$ cat src/rtl/isa_pkg.sv
// ISA definitions shared by fetch, decode and control: opcode constants,
// the immediate-class predicate and the fetch FSM state encoding.
package isa_pkg;

  localparam logic [4:0] OP_NOT  = 5'b00011;
  localparam logic [4:0] OP_IADD = 5'b01011;
  localparam logic [4:0] OP_LDM  = 5'b10100;
  localparam logic [4:0] OP_LDD  = 5'b10101;
  localparam logic [4:0] OP_STD  = 5'b10110;

  typedef enum logic [1:0] {
    S_BOOT,
    S_FETCH,
    S_IMM,
    S_INT
  } fetch_state_t;

  // True for opcodes whose encoding is followed by a 16-bit immediate word.
  function automatic logic has_imm(input logic [4:0] opcode);
    return (opcode == OP_IADD) || (opcode == OP_LDM) ||
           (opcode == OP_LDD)  || (opcode == OP_STD);
  endfunction

endpackage

$ cat src/rtl/fetch_stage.sv
// Instruction-fetch stage: owns the PC, reads 16-bit words from imem and
// hands decode either a one-word instruction or an opcode/immediate pair.
// Also performs the boot-vector load, branch redirect, stall and
// interrupt-vector entry.
module fetch_stage
  import isa_pkg::*;
#(
  parameter int                 ADDR_W    = 16,
  parameter logic [ADDR_W-1:0]  RESET_VEC = '0,
  parameter logic [ADDR_W-1:0]  INT_VEC   = ADDR_W'(1),
  parameter logic [15:0]        NOP_WORD  = 16'h0000
) (
  input  logic              clk,
  input  logic              reset,
  output logic [ADDR_W-1:0] imem_addr,
  input  logic [15:0]       imem_data,
  input  logic              stall,
  input  logic              branch_taken,
  input  logic [ADDR_W-1:0] branch_target,
  input  logic              irq,
  output logic [15:0]       instruction,
  output logic [15:0]       immediate,
  output logic              if_valid,
  output logic [ADDR_W-1:0] pc_next,
  output logic              int_ack,
  output logic [ADDR_W-1:0] ret_pc
);

  fetch_state_t      state, state_d;
  logic [ADDR_W-1:0] pc, pc_d;
  logic [ADDR_W-1:0] pc_inc;
  logic [15:0]       held, held_d;
  logic              irq_pending, irq_pending_d;
  logic [15:0]       instruction_d, immediate_d;
  logic              if_valid_d, int_ack_d;
  logic [ADDR_W-1:0] pc_next_d, ret_pc_d;

  // PC arithmetic wraps naturally at 2^ADDR_W.
  assign pc_inc = pc + ADDR_W'(1);

  // Vector fetches use fixed addresses; everything else reads at the PC.
  always_comb begin
    imem_addr = pc;
    case (state)
      S_BOOT:  imem_addr = RESET_VEC;
      S_INT:   imem_addr = INT_VEC;
      default: imem_addr = pc;
    endcase
  end

  // Next-state and next-register values; defaults hold everything.
  always_comb begin
    state_d       = state;
    pc_d          = pc;
    held_d        = held;
    irq_pending_d = irq_pending | irq;
    instruction_d = instruction;
    immediate_d   = immediate;
    if_valid_d    = if_valid;
    int_ack_d     = int_ack;
    pc_next_d     = pc_next;
    ret_pc_d      = ret_pc;

    // Boot is never frozen so the core always leaves reset with a valid PC.
    if (!(stall && state != S_BOOT)) begin
      if_valid_d    = 1'b0;
      int_ack_d     = 1'b0;
      instruction_d = NOP_WORD;
      immediate_d   = 16'h0000;
      case (state)
        S_BOOT: begin
          pc_d    = imem_data[ADDR_W-1:0];
          state_d = S_FETCH;
        end
        S_FETCH: begin
          if (branch_taken) begin
            pc_d = branch_target;
          end else if (irq_pending) begin
            ret_pc_d = pc;
            state_d  = S_INT;
          end else if (has_imm(imem_data[15:11])) begin
            held_d  = imem_data;
            pc_d    = pc_inc;
            state_d = S_IMM;
          end else begin
            instruction_d = imem_data;
            if_valid_d    = 1'b1;
            pc_d          = pc_inc;
            pc_next_d     = pc_inc;
          end
        end
        S_IMM: begin
          // Interrupts wait here so a two-word instruction is never split.
          if (branch_taken) begin
            pc_d = branch_target;
          end else begin
            instruction_d = held;
            immediate_d   = imem_data;
            if_valid_d    = 1'b1;
            pc_d          = pc_inc;
            pc_next_d     = pc_inc;
          end
          state_d = S_FETCH;
        end
        S_INT: begin
          pc_d          = imem_data[ADDR_W-1:0];
          int_ack_d     = 1'b1;
          irq_pending_d = 1'b0;
          state_d       = S_FETCH;
        end
        default: state_d = S_BOOT;
      endcase
    end
  end

  // State and output registers with synchronous reset.
  always_ff @(posedge clk) begin
    if (reset) begin
      state       <= S_BOOT;
      pc          <= '0;
      held        <= 16'h0000;
      irq_pending <= 1'b0;
      instruction <= NOP_WORD;
      immediate   <= 16'h0000;
      if_valid    <= 1'b0;
      int_ack     <= 1'b0;
      pc_next     <= '0;
      ret_pc      <= '0;
    end else begin
      state       <= state_d;
      pc          <= pc_d;
      held        <= held_d;
      irq_pending <= irq_pending_d;
      instruction <= instruction_d;
      immediate   <= immediate_d;
      if_valid    <= if_valid_d;
      int_ack     <= int_ack_d;
      pc_next     <= pc_next_d;
      ret_pc      <= ret_pc_d;
    end
  end

endmodule

$ cat config.mk
export PLATFORM = sky130hd
export DESIGN_NAME = fetch_stage
export DESIGN_NICKNAME = d
export VERILOG_FILES = /design/src/rtl/isa_pkg.sv /design/src/rtl/fetch_stage.sv
export SDC_FILE = /design/constraint.sdc
export NUM_CORES = 1
export LEC_CHECK = 0
export ABC_AREA = 1
export BUFFER_PORTS_ARGS = -buffer_cell sky130_fd_sc_hd__buf_2
export CORE_MARGIN = 2
export CORE_UTILIZATION = 51
export CTS_CLUSTER_DIAMETER = 40
export DETAILED_ROUTE_END_ITERATION = 10
export PLACE_DENSITY_LB_ADDON = 0.05
export SYNTH_ARGS = -nofsm -noshare
export SYNTH_HDL_FRONTEND = slang
export SYNTH_SLANG_ARGS = --single-unit
export TNS_END_PERCENT = 30
$ cat constraint.sdc
create_clock -name clk -period 2.65 [get_ports clk]
set_input_delay 0.1325 -clock clk [delete_from_list [all_inputs] [get_ports clk]]
set_output_delay 0.1325 -clock clk [all_outputs]
set_load 0.005 [all_outputs]
==> impl_metrics.toml <==
[floorplan]
start_util_pct = 52.25
core_mm2 = 0.009153
die-height_um = 100.8
io-pin-count = 119
placementRows = 35
die_w_um = 100.8
die_area_mm2 = 0.01017

[setup_path]
path_class = "register to register"
critPathLaunchType = "register"
required_ps = 2950
end_kind = "register"
worstPathMaxFanout = 18
cp.arrival_ps = 2570

[cells_and_area]
fillCellCount = 950
final_util_pct = 60.77
drive_above_1_share_pct = 20.20
synthToLayoutAreaGrowth_pct = 16.30
final_nets = 834
antennaDiodeCount = 0

[pwr]
combPwrFrac_pct = 25.0
power_frac_clock_pct = 27.9
p_switching_uw = 1359
p_leak_uw = 0.002556
vdd_drop_max_v = 0.0003052
pwr_density_cell_mw_per_mm2 = 682.8
p_int_uw = 2439
sequentialPowerShare_pct = 47.0
switching_share_pct = 35.77

[sta]
setup_tns_ps = 0
setup_viol = 0
fin_skew_ps = 13.46
slew_headroom_pct = 53.91
fin_crit_ps = 2269
fin_crit_sh_pct = 85.62
rsz0062_at_grt = "no"
maxSlewViolCount = 0
hold_viol = 0
timing.fmax_mhz = 440.7
tightestPinTransition_ps = 690.7

[job]
maxCapViolCount = 0

[grt]
grt_max_degree = 58
grt_pass1_vias = 4299
grt_antenna_before_repair = 0
grt_overflow_total = 0
grt_usage_pct = 26.70
grt_pass1_wl_mm = 21.40

[synthesis]
synth_cell_types = 33
syn_area_mm2 = 0.004782
ys_ff_latch = 101
avgSynthCellArea_um2 = 6.861
yosys_warnings = 0
synth_cells = 697
synth_seq_area_share_pct = 42.28
syn-num-nets = 739

[detailed_routing]
drc = 0
viasPerCell = 5.376
vias = 4881
drtPass1Iterations = 6
drtAntennaViolNets = 0
wl_per_cell_um = 14.96
totalWireLength_mm = 13.58
drtIter0Drc = 201

[clock_tree]
clock_sinks = 101
ctsLongestPathBuffers = 2
cts_tree = "yes"
clk_latency_ps = 360
cts.hold.buffers_added = 0
cts-resized-gates = 0
ctsHtreeMaxLevel = 3
root_buffer = "clkbuf_8"
cts_buffers = 9
clkSlewWorstSetupHoldPaths_ps = 110
postCtsSetupBuffers = 0

[status]
status = "finished, final reports clean"

[worst_hold_path]
holdCritPathClass = "input port to register"

[placement]
hpwl_mm = 9.924
port_buffers = 118
place.gp.congestion = 0.9307
[state kept, by name (all words and copies together) (netlist names)]
name,count
instruction,16
held,16
if_valid,1
state,2
pc_next,16
irq_pending,1
ret_pc,16
immediate,16
pc,16
int_ack,1
[per-layer routing]
| metal | part of all wire (%) | GRT usage (%) | routed length [um] |
|---|---|---|---|
| met3 | 5.2 | 3.745 | 706 |
| met1 | 44 | 35.27 | 6017 |
| met4 | 2.6 | 10.33 | 349 |
| met2 | 48 | 44.21 | 6510 |
| met5 | 0 | 0 | 0 |
[stage by stage]
step / std cells / hold slack, ps / instance area [um^2] / power (uW) / worst slack (ps)
floorplan: 697 / 275.4 / 4782 / 2431 / 998.2
global placement: 892 / 393.0 / 5346 / 2752 / 536.7
detailed placement: 892 / 417.8 / 5346 / 2762 / 430.7
CTS: 908 / 32.39 / 5562 / 3811 / 426.5
global route: 908 / 31.76 / 5562 / 4000 / 171.0
finish: 908 / 27.84 / 5562 / 3798 / 381.0
[final timing paths]
check / from / end / slack, ps / cells past startpoint
min: irq / irq_pending$_SDFF_PP0_ / 30 / 3
max: state[0]$_SDFFE_PP0P_ / pc[5]$_SDFFE_PP0P_ / 380 / 10
max reg2reg: state[0]$_SDFFE_PP0P_ / pc[5]$_SDFFE_PP0P_ / 380 / 10
min reg2reg: held[11]$_SDFFE_PP0P_ / held[11]$_SDFFE_PP0P_ / 460 / 2
[worst max-delay path, stage by stage (launching register included)]
cell,delay [ps]
dfxtp_1,350
inv_1,110
ha_1,150
inv_1,40
nand2_2,240
inv_1,280
nor2_4,370
inv_1,300
nor2_1,170
nand2_1,70
a21oi_1,120
[synthesized netlist by cell type]
master	instances	area share [%]
buf_1	3	0.24
buf_2	14	1.5
nand3_1	48	5.0
xnor2_1	1	0.18
clkinv_1	1	0.078
nand4_1	6	0.79
nand3b_1	1	0.16
nand2_2	3	0.39
o21ai_0	56	5.9
o221ai_1	1	0.18
buf_4	1	0.16
nor2_1	65	5.1
inv_1	47	3.7
nor3_1	1	0.10
inv_2	4	0.31
a21oi_1	109	11
inv_4	1	0.13
nor2_2	4	0.52
clkbuf_2	1	0.10
nor2_4	1	0.24
nand2_1	184	14
nor3_4	1	0.34
clkbuf_1	17	1.3
dfxtp_1	101	42
o21ai_2	1	0.18
ha_1	5	1.3
nor2_8	1	0.42
xor2_1	3	0.55
nand2_4	2	0.47
o211ai_1	4	0.63
or2_4	1	0.18
buf_6	6	1.4
o21ai_1	3	0.31
[power by group through the flow]
| stage | Sequential [uW] | Clock, uW | Combinational (uW) |
|---|---|---|---|
| floorplan | 1760 | 0 | 674 |
| global placement | 1820 | 0 | 936 |
| detailed placement | 1810 | 0 | 950 |
| CTS | 1780 | 1080 | 954 |
| global route | 1800 | 1130 | 1070 |
| finish | 1790 | 1060 | 951 |
[layout by cell type (no fill, tap or decap), types with 2 or more instances in the layout]
| cell type | n |
|---|---|
| xor2_1 | 3 |
| o21ai_1 | 3 |
| buf_2 | 118 |
| nand2_4 | 2 |
| dfxtp_1 | 101 |
| inv_8 | 2 |
| o211ai_1 | 4 |
| inv_2 | 4 |
| ha_1 | 5 |
| nor2_2 | 4 |
| nor2_1 | 65 |
| nand3_1 | 48 |
| buf_4 | 8 |
| nand4_1 | 6 |
| inv_1 | 47 |
| clkbuf_8 | 10 |
| nand2_2 | 3 |
| nand2_1 | 184 |
| o21ai_0 | 56 |
| a21oi_1 | 109 |
[layout make-up]
cell class | instances | area (um^2) | area share, %
timing repair buffer | 126 | 650.6 | 11.70
multi-input combinational | 501 | 2333 | 41.96
sequential | 101 | 2022 | 36.36
tap | 111 | 138.9 | 2.497
inverter | 53 | 201.4 | 3.622
clock buffer | 10 | 137.6 | 2.475
clock inverter | 6 | 77.57 | 1.395
[cell families after synthesis]
logic type	share of synthesized area (%)
buffers and inverters	8.922
and+or+nand+nor	28.18
AOI/OAI and AO/OA	18.58
DFF	42.28
xor gates and xnor gates	0.7327
adders and majority gates	1.308
No activity file was read; power rests on OpenSTA's default activity.
